$ cat src/rtl/word_pkg.sv
// Shared types and constants for the word loader: FSM states, the NUL
// terminator, the default delimiter and the delimiter test.
package word_pkg;

    localparam int unsigned CHAR_W = 8;

    typedef logic [CHAR_W-1:0] char_t;

    localparam char_t NUL   = 8'h00;
    localparam char_t DELIM = 8'h20;

    typedef enum logic [2:0] {
        FILL   = 3'd0,
        DRAIN  = 3'd1,
        TERM   = 3'd2,
        MATCH  = 3'd3,
        REPORT = 3'd4
    } wl_state_t;

    // NUL always ends a word, in addition to the configured delimiter.
    function automatic logic is_delim(input char_t c, input char_t delim);
        return (c == delim) || (c == NUL);
    endfunction

endpackage

$ cat src/rtl/word_loader.sv
// Splits a byte stream into words, writes each word NUL-terminated into the
// input-word SRAM, runs the matcher on it and returns one result per word.
module word_loader #(
    parameter int unsigned            ADDR_WIDTH = 4,
    parameter int unsigned            DATA_WIDTH = 8,
    parameter logic [DATA_WIDTH-1:0]  DELIM      = DATA_WIDTH'(word_pkg::DELIM),
    parameter int unsigned            MAX_LEN    = 2**ADDR_WIDTH - 1
) (
    input  logic                  clk,
    input  logic                  rst_n,
    input  logic                  in_valid,
    output logic                  in_ready,
    input  logic [DATA_WIDTH-1:0] in_data,
    input  logic [ADDR_WIDTH-1:0] base_addr,
    output logic                  sram_we,
    output logic [ADDR_WIDTH-1:0] sram_addr,
    output logic [DATA_WIDTH-1:0] sram_din,
    output logic                  match_cs,
    input  logic                  match_done,
    input  logic                  match_found,
    output logic                  res_valid,
    input  logic                  res_ready,
    output logic                  res_found,
    output logic [ADDR_WIDTH-1:0] res_len,
    output logic                  res_ovf
);
    import word_pkg::*;

    localparam logic [ADDR_WIDTH-1:0] LEN_MAX = ADDR_WIDTH'(MAX_LEN);

    wl_state_t             state_q, state_d;
    logic [ADDR_WIDTH-1:0] len_q;
    logic [ADDR_WIDTH-1:0] base_q;
    logic                  ovf_q;
    logic                  found_q;

    logic                  delim_c;
    logic                  take_c;
    logic                  fill_wr_c;
    logic [ADDR_WIDTH-1:0] wr_base_c;

    assign delim_c   = is_delim(CHAR_W'(in_data), CHAR_W'(DELIM));
    assign take_c    = in_valid && ((state_q == FILL) || (state_q == DRAIN));
    assign fill_wr_c = (state_q == FILL) && in_valid && !delim_c && (len_q < LEN_MAX);
    // The first character's address comes straight from base_addr; base_q only
    // holds it from the following cycle on.
    assign wr_base_c = (len_q == '0) ? base_addr : base_q;

    always_ff @(posedge clk or negedge rst_n) begin
        if (!rst_n) begin
            state_q <= FILL;
        end else begin
            state_q <= state_d;
        end
    end

    always_comb begin
        state_d = state_q;
        case (state_q)
            FILL: begin
                if (take_c) begin
                    if (delim_c) begin
                        if (len_q != '0) state_d = TERM;
                    end else if (len_q == LEN_MAX) begin
                        state_d = DRAIN;
                    end
                end
            end
            DRAIN:   if (take_c && delim_c) state_d = REPORT;
            TERM:    state_d = MATCH;
            MATCH:   if (match_done) state_d = REPORT;
            REPORT:  if (res_ready) state_d = FILL;
            default: state_d = FILL;
        endcase
    end

    always_comb begin
        in_ready  = 1'b0;
        match_cs  = 1'b0;
        res_valid = 1'b0;
        sram_we   = 1'b0;
        sram_addr = '0;
        sram_din  = '0;
        case (state_q)
            FILL: begin
                in_ready = 1'b1;
                if (fill_wr_c) begin
                    sram_we   = 1'b1;
                    sram_addr = wr_base_c + len_q;
                    sram_din  = in_data;
                end
            end
            DRAIN:  in_ready = 1'b1;
            TERM: begin
                sram_we   = 1'b1;
                sram_addr = base_q + len_q;
                sram_din  = DATA_WIDTH'(NUL);
            end
            MATCH:  match_cs  = 1'b1;
            REPORT: res_valid = 1'b1;
            default: ;
        endcase
    end

    // Word length, overflow flag, base address and match result.
    always_ff @(posedge clk or negedge rst_n) begin
        if (!rst_n) begin
            len_q   <= '0;
            base_q  <= '0;
            ovf_q   <= 1'b0;
            found_q <= 1'b0;
        end else begin
            if (fill_wr_c) begin
                len_q <= len_q + ADDR_WIDTH'(1);
                if (len_q == '0) base_q <= base_addr;
            end
            if (take_c && (state_q == FILL) && !delim_c && (len_q == LEN_MAX)) begin
                ovf_q <= 1'b1;
            end
            if (take_c && (state_q == DRAIN) && delim_c) begin
                found_q <= 1'b0;
            end
            if ((state_q == MATCH) && match_done) begin
                found_q <= match_found;
            end
            if ((state_q == REPORT) && res_ready) begin
                len_q <= '0;
                ovf_q <= 1'b0;
            end
        end
    end

    assign res_found = found_q;
    assign res_len   = len_q;
    assign res_ovf   = ovf_q;

endmodule

$ cat config.mk
export PLATFORM = sky130hd
export DESIGN_NAME = word_loader
export DESIGN_NICKNAME = d
export VERILOG_FILES = /design/src/rtl/word_pkg.sv /design/src/rtl/word_loader.sv
export SDC_FILE = /design/constraint.sdc
export NUM_CORES = 1
export LEC_CHECK = 0
export ABC_AREA = 1
export CORE_AREA = 5 5 57 59
export CTS_CLUSTER_DIAMETER = 40
export CTS_CLUSTER_SIZE = 30
export DETAILED_ROUTE_END_ITERATION = 8
export DIE_AREA = 0 0 62 64
export GPL_ROUTABILITY_DRIVEN = 0
export PLACE_DENSITY = 0.83
export SYNTH_ARGS = -nofsm -noshare
export SYNTH_HDL_FRONTEND = slang
export SYNTH_SLANG_ARGS = --single-unit
$ cat constraint.sdc
create_clock -name clk -period 4.9 [get_ports clk]
set_clock_uncertainty 0.1 [all_clocks]
set_input_delay 0.98 -clock clk [delete_from_list [all_inputs] [get_ports clk]]
set_output_delay 0.98 -clock clk [all_outputs]
set_load 0.01 [all_outputs]
Word-level counts from Yosys, hierarchy flattened
Cells that the tools add are included.
{"block": "totals", "regBits": 13, "ramBits": 0, "out_inout_bits": 22, "in_bits": 18, "latch_bits": 0, "n_memories": 0, "wordCells": 69, "romBits": 0}
{"block": "op_classes", "addsub": 3, "n_eq_ne": 12, "div_mod_pow": 0, "muxes": 24, "bitwise": 0, "magnitude_cmp": 1, "multipliers": 0, "shifts": 0, "reduce_logical": 24}
{"cell": "2-to-1 mux 3 bit", "n": 7}
{"cell": "2-to-1 mux 4 bit", "n": 4}
{"cell": "2-to-1 mux 8 bit", "n": 2}
{"cell": "one-hot mux 3 bit (5 select lines)", "n": 1}
{"cell": "logical AND 1 bit", "n": 12}
{"cell": "adder 4 bit", "n": 2}
{"cell": "equality test 8 x 6 -> 1 bit, second input constant", "n": 1}
{"cell": "logical NOT 8 bit", "n": 1}
{"cell": "2-to-1 mux 1 bit", "n": 8}
{"cell": "inequality test 2 bit, second input constant", "n": 4}
{"cell": "one-hot mux 4 bit (2 select lines)", "n": 1}
{"cell": "equality test 3 x 2 -> 1 bit, second input constant", "n": 2}
{"cell": "inequality test 3 x 2 -> 1 bit, second input constant", "n": 2}
{"cell": "AND reduction 6 bit", "n": 1}
{"cell": "nonzero test 2 bit", "n": 3}
{"cell": "adder 4 x 1 -> 4 bit, second input constant", "n": 1}
{"cell": "equality test 4 bit, second input constant", "n": 1}
{"cell": "logical NOT 4 bit", "n": 1}
{"cell": "< comparator 4 bit, second input constant", "n": 1}
{"cell": "nonzero test 4 bit", "n": 1}
{"cell": "equality test 3 x 1 -> 1 bit, second input constant", "n": 1}
{"cell": "equality test 3 bit, second input constant", "n": 1}
{"cell": "logical NOT 3 bit", "n": 1}
{"cell": "logical OR 1 bit", "n": 2}
{"cell": "other kinds (3)", "n": 3}

Depth between registers and ports, before layout
Gate-level depths: netlist of run 1.
{"block": "logic_depth", "word_depth": 8, "ltp_mapped": 13, "mapped_depth_nobuf": 13}

Worst setup path before layout of run 1
Ideal clock, no wire load.
{"block": "synth_timing", "kind": "input to output", "startpoint": "input base_addr[0]", "endpoint": "output sram_addr[2]", "slack_ns": 1.713, "arrival_time_ns": 2.107, "path_buffers": 0, "cell_stages": 7, "required_time_ns": 3.820, "cell_sequence": "nor2_1 > a21oi_1 > ha_1 > inv_1 > fa_1 > xor2_1 > o22ai_1"}
{"block": "synth_via", "elab_chain_len": 4}
{"item": "start: declaration", "line_no": "word_loader.sv:14", "source": "input logic [ADDR_WIDTH-1:0] base_addr,"}
{"item": "2-to-1 mux 4 bit", "line_no": "word_loader.sv:47", "source": "assign wr_base_c = (len_q == '0) ? base_addr : base_q;"}
{"item": "named net wr_base_c[0]", "line_no": "word_loader.sv:40", "source": "logic [ADDR_WIDTH-1:0] wr_base_c;"}
{"item": "adder 4 bit", "line_no": "word_loader.sv:89", "source": "sram_addr = wr_base_c + len_q;"}
{"item": "2-to-1 mux 4 bit", "line_no": "word_loader.sv:87", "source": "if (fill_wr_c) begin"}
{"item": "one-hot mux 4 bit (2 select lines)", "line_no": "word_loader.sv:84", "source": "case (state_q)"}
{"item": "end: declaration", "line_no": "word_loader.sv:16", "source": "output logic [ADDR_WIDTH-1:0] sram_addr,"}
The timed path passes the listed nets, and every way through them passes these cells.

Worst setup path in the final report of run 1
Ends and elaborated chain as after synthesis.

==> results.md, run 1 <==
- The average routed wire per standard cell is 11.3 um.
- The number of hold buffers added after CTS was 0.
- The I/O pin count is 40.
- The number of buffers inserted by port buffering is 39.
- From left edge to right edge, the die measures 62 um.
- The share of the yosys chip area belonging to registers is 25.4%.
- In the final design database the tool counted 251 nets.
- The largest net degree at the start of global routing is 20.
- Yosys printed 0 warnings.
- Setup repair after global routing left no endpoint under its margin.
- Of all cell types, the one taking the most synthesized area is dfrtp_1.
- The fraction of registers with async set/reset is 100%.
- For this run, the slowest stage of the critical path takes 570 ps.
- For this configuration, the core starts out at a cell density of 48.2%.
- Setup violations remaining at the end of the flow were counted as 0.
- The end-of-flow core utilization is 64.5%.
- By instance count, the leading cell after synthesis is nand2_1.
- The clock passes through at most 2 buffers.
- After synthesis, the mean cell area works out to 7.12 sq um.
- The number of max-slew violations in the final report is 0.
- In this run the remaining antenna-violating nets after routing total 0.
- Buffers inserted during clock tree synthesis total 3.
- The flow ran to the end, and the final reports show no timing, DRC or antenna violations.
- The class of the tightest hold or removal check is flop to flop.
- The signal on the critical path passes through clkdlybuf4s50_1 > nor2_1 > a21oi_1 > ha_1 > inv_1 > fa_1 > xor2_1 > o22ai_1 > clkdlybuf4s50_1.
- The endpoint of the worst register-to-register path is state_q[1]$_DFFE_PN0P_.
- The area fraction of the dominant cell type after synthesis is 25.4%.
- The worst setup path is of the primary input to output port kind.
- The leakage power of the design is 0.000844 uW.
- Max-cap violations in this run came to 0.
- Sorting the synthesized cells by area gives the leading types as dfrtp_1, nand2_1, nor2_4.
- Counting every instance in the synthesized netlist gives 180.
- Summing every instance area after synthesis gives 0.00128 sq mm.
- The power after layout is 884 uW.
- The via count of the first global-routing pass is 1034.
- For the worst-skew pair, the clock arrives at the later sink with an insertion delay of 280 ps.
- The worst-case IR drop observed on VDD is 0.386 mV.
- The floorplan step defined a die boundary enclosing 0.00397 sq mm.
- The critical path crosses 9 cells after its start point.
- The largest individual stage delay along the critical path comes from the cell clkdlybuf4s50_1.
- The post-CTS resize count is 0.
- By count the netlist is led by nand2_1, inv_1, nand3_1.
- The worst reg-to-reg path cell count is 9.
- The first-pass iteration count of the detailed router is 4.
- The initial antenna violation count is 0.
- The first routing iteration left 39 violations.
- After detailed routing, the total wire length is 2850 um.
- The count of distinct cell types in the synthesized netlist is 26.
- The slew at the pin with the worst max-slew slack is 622 ps.
- The floorplan core area is 0.00266 sq mm.
- The buffer and inverter count on the worst path is 3.
- The most repeated library cell on the critical path is clkdlybuf4s50_1.
- After detailed routing, the number of vias per cell comes to 4.82.
- Global routing used 14.8% of the available tracks across all layers.
- Data on the critical path arrives at its endpoint at 3100 ps.
- The remaining global-route overflow is 0.
- The worst setup slack after layout is 722 ps.
- The startpoint of the most critical register-to-register path is res_len[1]$_DFFE_PN0P_.
- Tracing the worst setup path back leads to its startpoint at base_addr[0].
- The smallest hold slack is 415 ps.
- The vertical extent of the die is 64 um.
- Relative to the synthesized area, the layout overhead comes to 34.0%.
- TritonCTS built the clock tree.
- The cell count of the worst hold path is 2.
- For the worst setup path, the data required time is 3820 ps.
- The CTS root buffer is clkbuf_4.
- The critical path startpoint category is a primary input.
- The synthesized design contains 0 enable-type register cells.
- For flop-to-flop paths, the worst setup slack is 3130 ps.
- In this run the number of H-tree levels came out at 1.
- For this run, the leading register cell type out of synthesis is dfrtp_1.
- The count of endpoints failing hold in the final timing report is 0.
- The wire length of the first global-routing pass is 4490 um.
- The final period demand of the worst path is 4180 ps.
- Cells with a size suffix above 1 make up 11.7% of the layout.
- The number of inserted diodes is 0.
- Buffers added to address setup during post-CTS repair amount to 0.
- The pre-CTS setup slack is 717 ps.
- Dividing the final minimum period by the clock period gives 85.3%.
- The capturing element type of the critical path is an output port.
- Derived from the worst setup path, the maximum achievable clock frequency is 239 MHz.
- The headroom to the max-slew limit is 58.4%.
- Power spread over the standard cell area amounts to 514 mW/mm^2.
- After detailed routing, the number of remaining DRC violations is 0.
- Summed over all failing endpoints, the final setup total negative slack is 0 ps.
- Across all layers, the routed design uses 1219 vias.
- In this run, synthesis produced a sequential element count of 13.
- Counting every sink on the clock net gives 13.
- The timing endpoint of the critical path is sram_addr[2].
- When the netlist entered floorplanning its net count stood at 208.
- After clock tree synthesis, the clock-pin slew on the worst setup and hold paths is 80 ps.
- The maximum net fanout on the critical path is 2.
- The row count is 19.
- The HPWL reported at the end of detailed placement is 2330 um.
- The critical path's top delay family is buffers and inverters.
how the worst min path moves through the flow:
stage | to | from
after global placement | res_ovf$_DFFE_PN0P_ | res_ovf$_DFFE_PN0P_
after floorplan | base_q[3]$_DFFE_PN0N_ | base_q[3]$_DFFE_PN0N_
final | res_ovf$_DFFE_PN0P_ | res_ovf$_DFFE_PN0P_
after global routing | res_ovf$_DFFE_PN0P_ | res_ovf$_DFFE_PN0P_
after CTS | res_ovf$_DFFE_PN0P_ | res_ovf$_DFFE_PN0P_
after detailed placement | res_ovf$_DFFE_PN0P_ | res_ovf$_DFFE_PN0P_
flip-flops by register name, indices dropped and copies added (netlist names):
signal / count
state_q: 3
res_found: 1
res_len: 4
base_q: 4
res_ovf: 1
through the flow:
stage               instances  cell area, sq um
global placement          249              1690
finish                    253              1720
floorplan                 180              1280
global route              253              1720
CTS                       253              1720
detailed placement        249              1690
cells by family after synthesis:
| kind of cell | synth area share [%] |
|---|---|
| DFF | 25.4 |
| buffers and inverters | 11.6 |
| AOI/OAI and AO/OA | 7.42 |
| adders and majority gates | 10.9 |
| and+or+nand+nor | 42.0 |
| xor gates and xnor gates | 2.73 |
worst register-to-register path, cell delays in order (launching register included):
cell and delay (ps):
dfrtp_1 470, inv_1 200, ha_1 220, nand3_2 180
nor2_1 180, nand2_1 70, nand2_1 60, nor2_1 50
nand3_1 70, nand2_1 50
final cells by class:
class | instances | area (sq um)
clock buffers | 4 | 26.3
multi-input cells | 132 | 808
flip-flops and latches | 13 | 325
well taps | 31 | 38.8
repair buffers | 39 | 390
inverters | 34 | 129
fillers | 234 | 945
layout by cell type (no fill, tap or decap):
| cell | Yosys | final |
|---|---|---|
| nand2_1 | 46 | 46 |
| clkdlybuf4s50_1 | 0 | 39 |
| inv_1 | 32 | 32 |
| nand3_1 | 19 | 19 |
| nor2_1 | 13 | 13 |
| dfrtp_1 | 13 | 13 |
| nor2_4 | 11 | 11 |
| ha_1 | 8 | 8 |
| a21oi_1 | 6 | 6 |
| xor2_1 | 4 | 4 |
| o21ai_0 | 4 | 4 |
| nor3_1 | 3 | 3 |
| clkbuf_4 | 0 | 3 |
| nand3_2 | 2 | 2 |
| nor2_2 | 2 | 2 |
| nand2_2 | 2 | 2 |
| o21ai_1 | 2 | 2 |
| nand4_1 | 2 | 2 |
| fa_1 | 2 | 2 |
| inv_2 | 1 | 1 |
| clkinv_2 | 1 | 1 |
| o21ai_2 | 1 | 1 |
| nand2_4 | 1 | 1 |
| o22ai_4 | 1 | 1 |
| o22ai_1 | 1 | 1 |
| or2_2 | 1 | 1 |
| nand3b_1 | 1 | 1 |
| clkbuf_1 | 0 | 1 |
where the power goes:
part	leakage (uW)	switching [uW]	internal [uW]
Clock	0.0000150	35.9	31.6
Combinational	0.000661	338	284
Sequential	0.000168	48.7	145
Total	0.000844	423	461
layer usage:
layer,wire [um],track usage (%)
met5,0,0
met4,48,6.37
met3,265,3.42
met2,1290,22.4
met1,1250,19.6
No activity file was read; power rests on OpenSTA's default activity.
==> run 2: changes to the inputs <==
--- a/config.mk
+++ b/config.mk
@@ -6,13 +6,16 @@
 export NUM_CORES = 1
 export LEC_CHECK = 0
 export ABC_AREA = 1
+export ABC_CLOCK_PERIOD_IN_PS = 4900
 export CORE_AREA = 5 5 57 59
 export CTS_CLUSTER_DIAMETER = 40
 export CTS_CLUSTER_SIZE = 30
 export DETAILED_ROUTE_END_ITERATION = 8
 export DIE_AREA = 0 0 62 64
 export GPL_ROUTABILITY_DRIVEN = 0
+export GPL_TIMING_DRIVEN = 0
 export PLACE_DENSITY = 0.83
+export SETUP_SLACK_MARGIN = 0.3
 export SYNTH_ARGS = -nofsm -noshare
 export SYNTH_HDL_FRONTEND = slang
 export SYNTH_SLANG_ARGS = --single-unit
==> run 2 against run 1 <==
Non-clock buffer count is 1 higher; final area grew 1.2%; power grew 0.54%; clock power grew 0.6%; setup slack better by 3.6 ps; clock-buffer cell count did not move; largest cell class unchanged.
==> results.md, run 2 (synthesis gave the netlist of run 1 again) <==
- The largest net degree at the start of global routing is 14.
- In the global route stage, overall resource usage came out at 15.0%.
- The finished layout holds 254 standard cells, fillers aside.
- The I/O pin count is 40.
- Power spread over the standard cell area amounts to 511 mW/mm^2.
- The floorplan step set the die width to 62 um.
- The CTS root buffer is clkbuf_4.
- The run finished with clean final reports.
- The die area is 0.00397 sq mm.
- The count of endpoints failing hold in the final timing report is 0.
- The floorplan core area is 0.00266 sq mm.
- The most repeated library cell on the critical path is clkdlybuf4s50_1.
- The residual antenna-violating net count after detailed routing is 0.
- The post-layout instance area is 0.00174 sq mm.
- In this run, post-CTS hold repair placed 0 buffers.
- Of the cells placed in the final design, the portion with a size suffix greater than 1 is 12.1%.
- Across the run, the number of max-cap violations was 0.
- The tree built by TritonCTS fans out to 13 sinks.
- The final wirelength is 2820 um.
- The type of the setup path with the least slack is primary input to output port.
- The library cell used most frequently in the layout, excluding fill and tap cells, is nand2_1.
- The maximum net fanout on the critical path is 2.
- No sink is reached through more buffers than the 2 on the longest clock path.
- The final period demand of the worst path is 4170 ps.
- The via count of the first global-routing pass was 1127.
- The tightest min-delay check is of the flop to flop type.
- The remaining global-route overflow is 0.
- The capturing element type of the critical path is an output port.
- TritonCTS built the clock tree.
- The clock latency at the later pin of the worst-skew pair is 280 ps.
- The net count of the finished layout is 252.
- The HPWL after detailed placement is 2330 um.
- The longest individual stage delay on the worst path is 570 ps.
- The initial antenna violation count is 0.
- The headroom to the max-slew limit is 58.7%.
- After detailed placement, the design holds a cell count of 250.
- The violation count after the first detailed-routing iteration is 34.
- The critical path goes through clkdlybuf4s50_1 > nor2_1 > a21oi_1 > ha_1 > inv_1 > fa_1 > xor2_1 > o22ai_1 > clkdlybuf4s50_1.
- The clock-pin slew on the worst setup and hold paths is 80 ps.
- The number of inserted diodes is 0.
- The first-pass iteration count of the detailed router is 4.
- The average routed wire per standard cell is 11.1 um.
- The row count is 19.
- Buffers added to address setup during post-CTS repair amount to 0.
- The initial core utilization is 48.2%.
- The vertical extent of the die is 64 um.
- The smallest hold slack is 432 ps.
- The number of CTS-inserted buffers is 3.
- The area growth from synthesis to layout is 35.5%.
- The data required time at the worst endpoint is 3820 ps.
- The library cells used most frequently in the layout, excluding fill and tap cells, are nand2_1, clkdlybuf4s50_1, inv_1, nand3_1.
- For this block, the via count after detailed routing is 1223.
- Summing all placed instances gives a cell area of 0.00171 sq mm.
- The maximum vdd ir drop is 0.330 mV.
- The wire length of the first global-routing pass is 4580 um.
- Setup repair after global routing left no endpoint under its margin.
- Adding up every negative setup slack in the final design gives 0 ps.
- Buffers placed on the I/O ports in this run total 39.
- In this run the number of H-tree levels came out at 1.
- For the worst setup path, the data arrival time is 3090 ps.
- The average via count per standard cell is 4.81.
- The post-CTS resize count is 0.
- The cell with the largest stage delay on the worst path is clkdlybuf4s50_1.
- Static timing analysis puts the maximum clock frequency at 240 MHz.
- The analysis attributes to cell leakage a power of 0.000854 uW.
- The number of max-slew violations in the final report was 0.
- The worst setup path is launched from a primary input.
- The portion of the clock cycle consumed by the worst path in the final layout is 85.2%.
- Setup violations remaining at the end of the flow were counted as 0.
- For the pin with the worst max-slew slack, the measured transition is 618 ps.
- After detailed routing, the number of remaining DRC violations is 0.
## run 2: cell count changes in the layout (fill, tap and decap cells not counted)
cell    before  now
buf_12       0    1
## run 2: report_power, final
part | switching (uW) | internal (uW)
Clock | 36.2 | 31.7
Combinational | 335 | 291
Sequential | 49.8 | 145
Total | 421 | 467
## run 2: routing by layer
metal  vias to the layer above  wire, um  global-route usage [%]  part of all wire, %
met3                         4       249                    4.23                  8.8
met4                         0        45                    5.57                  1.6
li1                        650         -                       -                    -
met2                        36      1320                    24.5                   47
met1                       533      1210                    18.3                   43
met5                         -         0                       0                    0
## run 2: path summary, 6_finish.rpt
kind / start / to / slack, ps / depth (start not counted)
min: base_q[3]$_DFFE_PN0N_ / base_q[3]$_DFFE_PN0N_ / 430 / 2
max reg2reg: res_len[1]$_DFFE_PN0P_ / state_q[1]$_DFFE_PN0P_ / 3130 / 9
max: base_addr[0] / sram_addr[2] / 730 / 9
min in group asynchronous: rst_n / base_q[3]$_DFFE_PN0N_ / 980 / 1
min reg2reg: base_q[3]$_DFFE_PN0N_ / base_q[3]$_DFFE_PN0N_ / 430 / 2
max in group asynchronous: rst_n / res_ovf$_DFFE_PN0P_ / 3320 / 1
## run 2: per-stage QoR
stage | setup slack (ps) | power, uW | utilization (%)
after floorplan | 1710 | 625 | -
after global placement | 733 | 812 | 64.3
after detailed placement | 723 | 824 | 64.3
after CTS | 723 | 899 | 65.3
after global routing | 511 | 984 | 65.3
final | 726 | 888 | 65.3
## run 2: critical path: cells and delay by family
family                   cells  cell delay, ps
buffers and inverters        3            1080
adder cells (fa/ha/maj)      2             540
AO/OA/AOI/OAI                2             290
XOR/XNOR                     1             170
AND/OR/NAND/NOR              1              40
## run 2: cell type report
class	instances	area, sq um
repair buffers	39	390
inverters	34	129
plain buffers	1	20.0
fillers	224	925
well taps	31	38.8
multi-input cells	132	808
flip-flops and latches	13	325
clock buffers	4	26.3
